`config.mk`:
```
export PLATFORM = sky130hd
export DESIGN_NAME = bf16_add_arb
export DESIGN_NICKNAME = d
export VERILOG_FILES = /design/src/rtl/bf16_pkg.sv /design/src/rtl/bf16_add.sv /design/src/rtl/bf16_rr_arb.sv /design/src/rtl/bf16_add_arb.sv
export SDC_FILE = /design/constraint.sdc
export NUM_CORES = 1
export LEC_CHECK = 0
export BUFFER_PORTS_ARGS = -buffer_cell sky130_fd_sc_hd__buf_2
export CORE_ASPECT_RATIO = 2
export CORE_MARGIN = 3
export CORE_UTILIZATION = 35
export CTS_CLUSTER_DIAMETER = 200
export DETAILED_ROUTE_END_ITERATION = 16
export SYNTH_ARGS = -nofsm -noshare
export SYNTH_HDL_FRONTEND = slang
export SYNTH_SLANG_ARGS = --single-unit
```
`constraint.sdc`:
```
create_clock -name clk -period 29.5 [get_ports clk]
set_input_delay 2.95 -clock clk [delete_from_list [all_inputs] [get_ports clk]]
set_output_delay 2.95 -clock clk [all_outputs]
set_load 0.01 [all_outputs]
```
`src/rtl/bf16_pkg.sv`:
```
// Shared bf16 types and constants for the adder datapath and its arbiter front-end.
package bf16_pkg;

  localparam int BF16_W     = 16;
  localparam int BF16_EXP_W = 8;
  localparam int BF16_MAN_W = 7;

  localparam logic [BF16_W-1:0]     BF16_POS_ZERO = 16'h0000;
  localparam logic [BF16_W-1:0]     BF16_ONE      = 16'h3F80;
  localparam logic [BF16_W-1:0]     BF16_QNAN     = 16'h7FC0;
  localparam logic [BF16_EXP_W-1:0] BF16_EXP_MAX  = 8'hFF;

  typedef struct packed {
    logic                  s;
    logic [BF16_EXP_W-1:0] e;
    logic [BF16_MAN_W-1:0] m;
  } bf16_t;

  // Subtraction is addition with the second operand's sign inverted.
  function automatic bf16_t bf16_flip_sign(input bf16_t x, input logic flip);
    bf16_t r;
    r   = x;
    r.s = x.s ^ flip;
    return r;
  endfunction

endpackage

```
`src/rtl/bf16_add.sv`:
```
// Combinational bf16 adder: round-to-nearest-even, subnormals flushed to zero,
// IEEE-style infinity/NaN handling, exact cancellation gives +0.
module bf16_add
  import bf16_pkg::*;
(
  input  logic [BF16_W-1:0] a,
  input  logic [BF16_W-1:0] b,
  output logic [BF16_W-1:0] y
);

  bf16_t              a_s, b_s, big_s, sml_s;
  logic               a_zero_s, b_zero_s, a_inf_s, b_inf_s, a_nan_s, b_nan_s;
  logic               eff_sub_s, sticky_s, up_s;
  logic [7:0]         diff_s;
  logic [10:0]        big_m_s, sml_m_s, sml_sh_s, norm_s;
  logic [11:0]        sum_s;
  logic [3:0]         lz_s;
  logic [8:0]         rnd_s;
  logic [6:0]         man_s;
  logic signed [9:0]  exp_s;

  // Align, add/subtract with guard/round/sticky bits, normalise, round and classify.
  always_comb begin
    a_s      = a;
    b_s      = b;
    a_zero_s = (a_s.e == 8'd0);
    b_zero_s = (b_s.e == 8'd0);
    a_inf_s  = (a_s.e == BF16_EXP_MAX) && (a_s.m == 7'd0);
    b_inf_s  = (b_s.e == BF16_EXP_MAX) && (b_s.m == 7'd0);
    a_nan_s  = (a_s.e == BF16_EXP_MAX) && (a_s.m != 7'd0);
    b_nan_s  = (b_s.e == BF16_EXP_MAX) && (b_s.m != 7'd0);

    if ({b_s.e, b_s.m} > {a_s.e, a_s.m}) begin
      big_s = b_s;
      sml_s = a_s;
    end else begin
      big_s = a_s;
      sml_s = b_s;
    end

    diff_s   = big_s.e - sml_s.e;
    big_m_s  = {1'b1, big_s.m, 3'b000};
    sml_m_s  = (sml_s.e == 8'd0) ? 11'd0 : {1'b1, sml_s.m, 3'b000};
    sticky_s = 1'b0;
    if (diff_s >= 8'd11) begin
      sml_sh_s = {10'd0, |sml_m_s};
    end else begin
      sml_sh_s    = sml_m_s >> diff_s;
      sticky_s    = |(sml_m_s & ((11'd1 << diff_s) - 11'd1));
      sml_sh_s[0] = sml_sh_s[0] | sticky_s;
    end

    eff_sub_s = big_s.s ^ sml_s.s;
    if (eff_sub_s) begin
      sum_s = {1'b0, big_m_s} - {1'b0, sml_sh_s};
    end else begin
      sum_s = {1'b0, big_m_s} + {1'b0, sml_sh_s};
    end

    lz_s = 4'd0;
    for (int i = 0; i < 11; i++) begin
      if (sum_s[i]) begin
        lz_s = 4'(10 - i);
      end else begin
        lz_s = lz_s;
      end
    end

    exp_s = $signed({2'b00, big_s.e});
    if (sum_s[11]) begin
      norm_s = {sum_s[11:2], sum_s[1] | sum_s[0]};
      exp_s  = exp_s + 10'sd1;
    end else begin
      norm_s = sum_s[10:0] << lz_s;
      exp_s  = exp_s - $signed({6'd0, lz_s});
    end

    up_s  = norm_s[2] && (norm_s[1] || norm_s[0] || norm_s[3]);
    rnd_s = {1'b0, norm_s[10:3]} + {8'd0, up_s};
    if (rnd_s[8]) begin
      exp_s = exp_s + 10'sd1;
      man_s = rnd_s[7:1];
    end else begin
      man_s = rnd_s[6:0];
    end

    if (a_nan_s || b_nan_s || (a_inf_s && b_inf_s && (a_s.s != b_s.s))) begin
      y = BF16_QNAN;
    end else if (a_inf_s) begin
      y = {a_s.s, BF16_EXP_MAX, 7'd0};
    end else if (b_inf_s) begin
      y = {b_s.s, BF16_EXP_MAX, 7'd0};
    end else if (a_zero_s && b_zero_s) begin
      y = {a_s.s & b_s.s, 15'd0};
    end else if (sum_s == 12'd0) begin
      y = BF16_POS_ZERO;
    end else if (exp_s >= 10'sd255) begin
      y = {big_s.s, BF16_EXP_MAX, 7'd0};
    end else if (exp_s <= 10'sd0) begin
      y = {big_s.s, 15'd0};
    end else begin
      y = {big_s.s, exp_s[7:0], man_s};
    end
  end

endmodule

```
`src/rtl/bf16_rr_arb.sv`:
```
// Round-robin arbiter: grants the first requester at or after the pointer; the
// pointer moves past the winner only when the grant is accepted.
module bf16_rr_arb #(
  parameter int N_REQ = 4,
  parameter int ID_W  = $clog2(N_REQ)
) (
  input  logic             clk,
  input  logic             rst,
  input  logic [N_REQ-1:0] req,
  input  logic             en,
  input  logic             accept,
  output logic [N_REQ-1:0] grant,
  output logic [ID_W-1:0]  grant_idx
);

  logic [ID_W-1:0] ptr_r;
  logic [ID_W-1:0] cand_s;
  logic            found_s;

  // Circular search from the pointer for the first valid requester.
  always_comb begin : arb_search
    int idx_v;
    grant     = {N_REQ{1'b0}};
    grant_idx = {ID_W{1'b0}};
    found_s   = 1'b0;
    cand_s    = {ID_W{1'b0}};
    for (int k = 0; k < N_REQ; k++) begin
      idx_v = int'(ptr_r) + k;
      if (idx_v >= N_REQ) begin
        idx_v = idx_v - N_REQ;
      end else begin
        idx_v = idx_v;
      end
      cand_s = ID_W'(idx_v);
      if (en && req[cand_s] && !found_s) begin
        found_s        = 1'b1;
        grant[cand_s]  = 1'b1;
        grant_idx      = cand_s;
      end else begin
        found_s = found_s;
      end
    end
  end

  // Pointer register.
  always_ff @(posedge clk or posedge rst) begin
    if (rst) begin
      ptr_r <= {ID_W{1'b0}};
    end else if (accept) begin
      if (grant_idx == ID_W'(N_REQ - 1)) begin
        ptr_r <= {ID_W{1'b0}};
      end else begin
        ptr_r <= grant_idx + ID_W'(1);
      end
    end
  end

endmodule

```
`src/rtl/bf16_add_arb.sv`:
```
// Round-robin sharing of one bf16 adder between N_REQ requesters with a registered,
// id-tagged response. Define BF16_ADD_ARB_IN_REG_EN to add an operand register stage.
module bf16_add_arb
  import bf16_pkg::*;
#(
  parameter int N_REQ = 4,
  parameter int ID_W  = $clog2(N_REQ)
) (
  input  logic                    clk,
  input  logic                    rst,
  input  logic [N_REQ-1:0]        req_valid_i,
  output logic [N_REQ-1:0]        req_ready_o,
  input  logic [N_REQ-1:0]        req_sub_i,
  input  logic [N_REQ*BF16_W-1:0] req_a_i,
  input  logic [N_REQ*BF16_W-1:0] req_b_i,
  output logic                    rsp_valid_o,
  input  logic                    rsp_ready_i,
  output logic [ID_W-1:0]         rsp_id_o,
  output logic                    rsp_s_o,
  output logic [7:0]              rsp_e_o,
  output logic [6:0]              rsp_m_o
);

  logic             adv_s, arb_en_s, any_grant_s, load_s, add_valid_s;
  logic [N_REQ-1:0] grant_s;
  logic [ID_W-1:0]  grant_idx_s, add_id_s;
  bf16_t            sel_a_s, sel_b_s, add_a_s, add_b_s;
  logic [BF16_W-1:0] sum_s;
  logic             rsp_valid_r;
  logic [ID_W-1:0]  rsp_id_r;
  bf16_t            rsp_res_r;

  assign adv_s       = !rsp_valid_r || rsp_ready_i;
  assign any_grant_s = |grant_s;
  assign req_ready_o = rst ? {N_REQ{1'b0}} : grant_s;

  bf16_rr_arb #(
    .N_REQ (N_REQ),
    .ID_W  (ID_W)
  ) u_arb (
    .clk       (clk),
    .rst       (rst),
    .req       (req_valid_i),
    .en        (arb_en_s),
    .accept    (any_grant_s),
    .grant     (grant_s),
    .grant_idx (grant_idx_s)
  );

  // Operand mux for the granted requester, with b's sign flipped for subtraction.
  always_comb begin
    sel_a_s = req_a_i[BF16_W*int'(grant_idx_s) +: BF16_W];
    sel_b_s = bf16_flip_sign(req_b_i[BF16_W*int'(grant_idx_s) +: BF16_W],
                             req_sub_i[grant_idx_s]);
  end

`ifdef BF16_ADD_ARB_IN_REG_EN
  logic            stg_adv_s;
  logic            stg_valid_r;
  logic [ID_W-1:0] stg_id_r;
  bf16_t           stg_a_r, stg_b_r;

  assign stg_adv_s = !stg_valid_r || adv_s;
  assign arb_en_s  = stg_adv_s;

  // Operand stage: refills whenever it is empty or its content moves on.
  always_ff @(posedge clk or posedge rst) begin
    if (rst) begin
      stg_valid_r <= 1'b0;
      stg_id_r    <= {ID_W{1'b0}};
      stg_a_r     <= BF16_POS_ZERO;
      stg_b_r     <= BF16_POS_ZERO;
    end else if (stg_adv_s) begin
      stg_valid_r <= any_grant_s;
      if (any_grant_s) begin
        stg_id_r <= grant_idx_s;
        stg_a_r  <= sel_a_s;
        stg_b_r  <= sel_b_s;
      end
    end
  end

  assign add_valid_s = stg_valid_r;
  assign add_id_s    = stg_id_r;
  assign add_a_s     = stg_a_r;
  assign add_b_s     = stg_b_r;
`else
  assign arb_en_s    = adv_s;
  assign add_valid_s = any_grant_s;
  assign add_id_s    = grant_idx_s;
  assign add_a_s     = sel_a_s;
  assign add_b_s     = sel_b_s;
`endif

  bf16_add u_add (
    .a (add_a_s),
    .b (add_b_s),
    .y (sum_s)
  );

  assign load_s = adv_s && add_valid_s;

  // Response register: reload on a new result, drain when accepted, else hold.
  always_ff @(posedge clk or posedge rst) begin
    if (rst) begin
      rsp_valid_r <= 1'b0;
      rsp_id_r    <= {ID_W{1'b0}};
      rsp_res_r   <= BF16_POS_ZERO;
    end else if (load_s) begin
      rsp_valid_r <= 1'b1;
      rsp_id_r    <= add_id_s;
      rsp_res_r   <= sum_s;
    end else if (rsp_ready_i) begin
      rsp_valid_r <= 1'b0;
    end
  end

  assign rsp_valid_o = rsp_valid_r;
  assign rsp_id_o    = rsp_id_r;
  assign rsp_s_o     = rsp_res_r.s;
  assign rsp_e_o     = rsp_res_r.e;
  assign rsp_m_o     = rsp_res_r.m;

endmodule

```
==> results of run 1 <==
-- cells in the final DEF, fill, tap and decap left out, types with 7 or more instances in the layout --
master | netlist | routed
a211oi_1 | 21 | 21
a21o_1 | 14 | 14
a21oi_1 | 70 | 70
a221oi_1 | 7 | 7
a222oi_1 | 8 | 8
a311oi_1 | 9 | 9
a31oi_1 | 14 | 14
and2_1 | 11 | 11
and3_1 | 17 | 17
buf_2 | 22 | 161
buf_4 | 4 | 15
dfrtp_1 | 21 | 21
ha_1 | 47 | 47
inv_1 | 62 | 62
mux2_2 | 16 | 16
mux2i_1 | 58 | 58
nand2_1 | 130 | 130
nand2b_1 | 17 | 17
nand3_1 | 48 | 48
nand4_1 | 17 | 17
nor2_1 | 106 | 106
nor3_1 | 37 | 37
nor4_1 | 21 | 20
o2111ai_1 | 10 | 10
o211ai_1 | 24 | 24
o21a_1 | 8 | 8
o21ai_0 | 65 | 65
o21ai_1 | 11 | 10
o21bai_1 | 8 | 8
o221ai_1 | 13 | 13
o31ai_1 | 13 | 13
or3_1 | 12 | 12
xnor2_1 | 17 | 17
xor2_1 | 13 | 13
-- layer usage --
metal  track usage, %  vias to the layer above
met1             24.8                     4809
met5                0                        -
met3             1.27                      121
met2             50.9                      325
met4             17.6                        0
li1                 -                     4781
-- metrics by stage --
stage	hold WS [ns]	std cells
finish	0.482	1584
global route	0.530	1584
CTS	0.483	1582
detailed placement	0.471	1578
global placement	0.460	1578
floorplan	0.516	1187
-- cells in the mapped netlist (16+ instances only) --
cell type / n / area (sq um)
buf_2: 22 / 110
mux2i_1: 58 / 581
ha_1: 47 / 588
nand4_1: 17 / 106
nand2_1: 130 / 488
and3_1: 17 / 106
xnor2_1: 17 / 149
nor4_1: 21 / 131
o211ai_1: 24 / 180
inv_1: 62 / 233
nand3_1: 48 / 240
o21ai_0: 65 / 325
nor2_1: 106 / 398
a21oi_1: 70 / 350
nand2b_1: 17 / 106
clkbuf_1: 32 / 120
mux2_2: 16 / 180
nor3_1: 37 / 185
a211oi_1: 21 / 158
dfrtp_1: 21 / 526
-- flip-flops by register name, summed over array words and instances, names as in the netlist --
signal	flops
rsp_valid_o	1
rsp_m_o	7
rsp_e_o	8
rsp_s_o	1
u_arb.ptr_r	2
rsp_id_o	2
-- cell families (layout without fill, tap and decap cells) --
family	after synthesis	after routing	share of synthesized area, %
AO/OA/AOI/OAI	397	397	35.3
XOR/XNOR	33	33	3.75
adder cells (fa/ha/maj)	49	49	7.55
buffers and inverters	132	244	6.83
flip-flops	21	21	6.32
multiplexers	83	83	11.3
other	0	2	0
AND/OR/NAND/NOR	472	472	28.9
-- layout make-up --
cell class,count,area (sq um)
antenna,2,5.00
inverter,64,240
tap,283,354
fill,2519,14000
clock buffer,3,75.1
multi-input combinational,1034,7240
timing repair buffer,176,918
sequential,21,526
clock inverter,1,5.00
-- worst paths after layout --
check	cells past startpoint	endpoint	from	slack (ns)
max	45	rsp_m_o[6]	req_valid_i[3]	12.05
min	2	rsp_m_o[0]	rsp_m_o[0]	0.48
max reg2reg	49	rsp_m_o[6]	u_arb.ptr_r[0]	13.04
min reg2reg	2	rsp_m_o[0]	rsp_m_o[0]	0.48
max in group asynchronous	2	rsp_m_o[0]	rst	26.12
min in group asynchronous	2	rsp_e_o[0]	rst	2.88
-- worst min-delay path, cell delays in order (launching register included) --
cell and delay, ns:
dfrtp_1 0.34, nand2_1 0.05, o31ai_1 0.06
==> summary.md, run 1 <==
| Metric | Value |
|---|---|
| Avg Vias per Cell | roughly 6.3 |
| Fin util | roughly two fifths |
| Vias in the first global route | 9958 |
| Worst path required time | 29.66 ns |
| Setup ws final | roughly 12 ns |
| Syn Nets | about 1400 |
| CTS Sinks | 21 |
| Horiz. Die Dim | ~110 um |
| Final cycle utilization of the critical path | 59.1% |
| DIE AREA | around 0.026 sq mm |
| Congestion Overflow GR | 0 |
| Worst slew pin tran | 1.38 ns |
| Post-CTS Setup Inserts | 0 |
| Metal3 WL | ~1100 um |
| Max Freq | roughly 0.057 GHz |
| Asr flop ratio synth | between 90% and 100% |
| RSZ-0062 raised after global routing | false |
| Num CTS Buffers | 3 |
| CP top delay family | compound AO/OA/AOI/OAI gates |
| Met2 wire length | about 19000 um |
| H-tree depth reported by CTS | 1 |
| Min Clock Period, post-route | approximately 17 ns |
| Initial Utilization | between 30 and 40% |
| DP HPWL | ~29000 um |
| Max Clock Skew | 0.00333 ns |
| DRT antenna net count | 0 |
| First-pass GRT wire length | between 50000 and 60000 um |
| # hold bufs at CTS | 0 |
| Max layer used | met4 |
| Mapped cell area | around 0.0083 sq mm |
| Type of the most critical hold path | flip-flop to flip-flop |
| Primary FF master, synth | dfrtp_1 |
| Design area | roughly 0.0094 sq mm |
| Final setup violation count | 0 |
| Vias post-DR | 10000 |
| Total Neg Setup Slack | 0 ns |
| Drt total wl | roughly 35000 um |
| Area Growth Syn to Fin | 12.6% |
| DRC Markers | 0 |
| CP max stage delay | ~1.1 ns |
| Final nets | about 1500 |
| Slowest cell on the critical path | a311oi_1 |
| Sum of buffers and inverters on the critical path | 4 |
| Synth Warn # | 0 |
| Mapped Cells | around 1200 |
| Clock slew at reported path FFs | 0.06 ns |
| Syn_area_per_cell | 7.00 sq um |
| Largest net degree at the start of global routing | 63 |
| Final RePlAce weighted congestion | approximately 1.0 |
| Max-Slew Margin vs Limit | between 7 and 8% |
| Startpoint Class | primary input |
| Crit Path Max Fanout | 28 |
| Sequential share of the synthesized area | 6.32% |
| IO Pins | 162 |
| Most common cell on crit path | ha_1 |
| Library cells used by synthesis | 113 |
| CP Data Arrival Time | approximately 18 ns |
| Crit. End Element | flip-flop |
| Pre-CTS WS | between 10 and 15 ns |
| Core box area | around 0.023 sq mm |
| GRT Util Overall | about 26% |
| Routed wire length per instance | 22.0 um |
| Clk_lat worst skew | 0.25 ns |
| Max_cap viols | 0 |
| Status | finished clean |
| Number of buffers added on ports | roughly 160 |
| DIE HEIGHT | roughly 220 um |
| Slew Viols, Final | 0 |
| Total iterations of the first detailed-routing run | 6 |
| Worst setup path class | primary input to flip-flop |
| #FFs+latches synth | 21 |
| Post-synth EDFFs | 0 |
| Rows | roughly 80 |
| Final Hold Viols | 0 |
| Initial antenna violation count | 2 |
| CTS Root Cell | clkbuf_16 |
| Cell Area, Placed | 0.00928 sq mm |
| Layout cells sized above 1 | between 20% and 30% |
| CTS max path bufs | 2 |
| Cts repair resizes | 0 |
| TritonCTS clock tree | yes |
| DRT iter0 DRCs | 770 |
| M1 WL | roughly 12000 um |
Power of run 1 is not shown: default switching activity piles up to over one toggle a cycle in this logic, so the estimate is an artifact.
==> run 2: changes to the inputs <==
- clock period: 29.5 -> 17.4 ns (I/O delays scaled with it)
==> run 2 against run 1 <==
  * First-iteration DRC count decreased by 8.7%
  * Global-route usage down 0.77 points
  * Critical path depth is 3 higher
  * Die area stayed put
  * Sequential share of layout area hardly changed
  * Non-clock buffer count is the same
  * Core utilization about the same
  * Wire length fell by 2.3%
  * Clock skew rose by 0.0024 ns
  * Register-to-register slack lost 12 ns
  * Critical path type is now flip-flop to flip-flop
  * Highest routed layer unchanged
==> summary.md, run 2 (same netlist as run 1, synthesis figures left out) <==
| Metric | Value |
|---|---|
| Status | finished clean |
| Hold Path Cell Cnt | 1 (-1) |
| Max_cap viols | 0 (unchanged) |
| Vias post-DR | 10100 (+0.50%) |
| GRT Util Overall | 25.2% (-0.77 points) |
| Congestion Overflow GR | 0 (unchanged) |
| Clk_lat worst skew | 0.25 ns (about the same) |
| Most common cell on crit path | ha_1 |
| Clock slew at reported path FFs | 0.06 ns (about the same) |
| Fin Hold WS | 0.505 ns (+0.0231 ns) |
| DRC Markers | 0 (unchanged) |
| IO Pins | 162 (unchanged) |
| Area Growth Syn to Fin | 12.5% (about the same) |
| Vias in the first global route | 10200 (+2.0%) |
| DIE HEIGHT | 224 um (unchanged) |
| Worst slew pin tran | 1.24 ns (-0.142 ns) |
| CP max stage delay | 1.14 ns (+0.03 ns) |
| Drt total wl | 34100 um (-2.3%) |
| Design area | 0.00936 sq mm (about the same) |
| DP HPWL | 28300 um (-1.9%) |
| Final cycle utilization of the critical path | around nine tenths |
| Rows | 79 (unchanged) |
| Avg Vias per Cell | 6.38 (+0.63%) |
| Placed cell count | 1578 (unchanged) |
| Num CTS Buffers | 3 (unchanged) |
| Final Hold Viols | 0 (unchanged) |
| DIE AREA | 0.0258 sq mm (unchanged) |
| N_diodes | 0 (-2) |
| Largest net degree at the start of global routing | 46 (-27%) |
| DRT iter0 DRCs | 703 (-8.7%) |
| Layout cells sized above 1 | 20.3% (unchanged) |
| Initial Utilization | 35.6% (unchanged) |
| Slew Viols, Final | 0 (unchanged) |
| Initial antenna violation count | 0 (-2) |
| Cts repair resizes | 0 (unchanged) |
| Startpoint Class | flip-flop |
| Largest register FFs | 8 (unchanged) |
| Total iterations of the first detailed-routing run | 6 (unchanged) |
| Slowest cell on the critical path | a311oi_1 |
| Commonest non-fill, non-tap cell in the layout | buf_2 |
| Max Clock Skew | 0.00572 ns (+0.00239 ns) |
| Routed wire length per instance | 21.5 um (-2.2%) |
| H-tree depth reported by CTS | 1 (unchanged) |
| Max-Slew Margin vs Limit | 17.1% (+9.5 points) |
| Core box area | 0.0233 sq mm (unchanged) |
| Min Clock Period, post-route | between 15 and 20 ns |
| Horiz. Die Dim | 115 um (unchanged) |
| # hold bufs at CTS | 0 (unchanged) |
| Type of the most critical hold path | flip-flop to flip-flop |
| DRT antenna net count | 0 (unchanged) |
| CTS max path bufs | 2 (unchanged) |
| Final setup violation count | 0 (unchanged) |
| Worst Reg-to-Reg Cells | 48 (-2.0%) |
| RSZ-0062 raised after global routing | false |
| Most frequent cells in the layout | 161 x buf_2, 130 x nand2_1, 106 x nor2_1 |
| CTS Sinks | 21 (unchanged) |
| Max Freq | ~0.063 GHz |
| Post-CTS Setup Inserts | 0 (unchanged) |
| Crit Path Max Fanout | 27 (-3.6%) |
| CTS Root Cell | clkbuf_16 |
| TritonCTS clock tree | yes |
| Final RePlAce weighted congestion | 1.03 (-0.49%) |
| Worst path required time | 17.56 ns (-12.10 ns) |
| Non-Filler Instances | 1582 (-0.13%) |
| Final nets | 1488 (unchanged) |
| Number of buffers added on ports | 161 (unchanged) |
| CP Data Arrival Time | 16.12 ns (-1.48 ns) |
| Cell Area, Placed | 0.00928 sq mm (unchanged) |
| Total Neg Setup Slack | 0 ns (unchanged) |
| Crit. End Element | flip-flop |
| Filler cell count | 2489 (-1.2%) |
| First-pass GRT wire length | 52700 um (-1.5%) |
| Worst setup path class | flip-flop to flip-flop |
## run 2: cell count changes in the layout (fill, tap and decap cells not counted), sizes merged
| cell | delta |
|---|---|
| diode | -2 |
## run 2: final cells by class
cell class	count	area, sq um	share of cell area [%]
Tap cell	283	354	3.78
Clock inverter	1	5.00	0.0535
Timing Repair Buffer	176	918	9.82
Inverter	64	240	2.57
Sequential cell	21	526	5.62
Clock buffer	3	75.1	0.802
Multi-Input combinational cell	1034	7240	77.4
## run 2: critical path, delay by kind of cell (launching register included)
family	cells	cell delay (ns)
DFF	1	0.71
buffers and inverters	6	1.54
adders and majority gates	5	2.63
and+or+nand+nor	13	4.55
xor gates and xnor gates	1	0.39
AOI/OAI and AO/OA	20	5.26
muxes	3	0.77
## run 2: metrics by stage
step	utilization, %	setup slack [ns]
5_1_grt	40.1	0.274
2_1_floorplan	-	4.55
6_report	40.1	1.44
4_1_cts	40.1	1.71
3_5_place_dp	39.8	1.63
3_3_place_gp	39.8	1.82
## run 2: layer usage
metal  vias up  track usage (%)  wire [um]
met1      4832             23.7      11500
li1       4766                -          -
met3       132             1.51       1150
met2       356             50.7      19200
met4         0             14.9       2210
met5         -                0          0
## run 2: final timing paths
kind                                     start          end  slack [ns]
max in group asynchronous                  rst   rsp_m_o[6]       15.24
worst max register to register  u_arb.ptr_r[1]   rsp_m_o[6]        1.44
worst min register to register     rsp_id_o[0]  rsp_id_o[0]        0.50
worst min-delay path               rsp_id_o[0]  rsp_id_o[0]        0.50
worst max-delay path            u_arb.ptr_r[1]   rsp_m_o[6]        1.44
min in group asynchronous                  rst  rsp_id_o[0]        1.67
Power of run 2 is left out for the same reason.
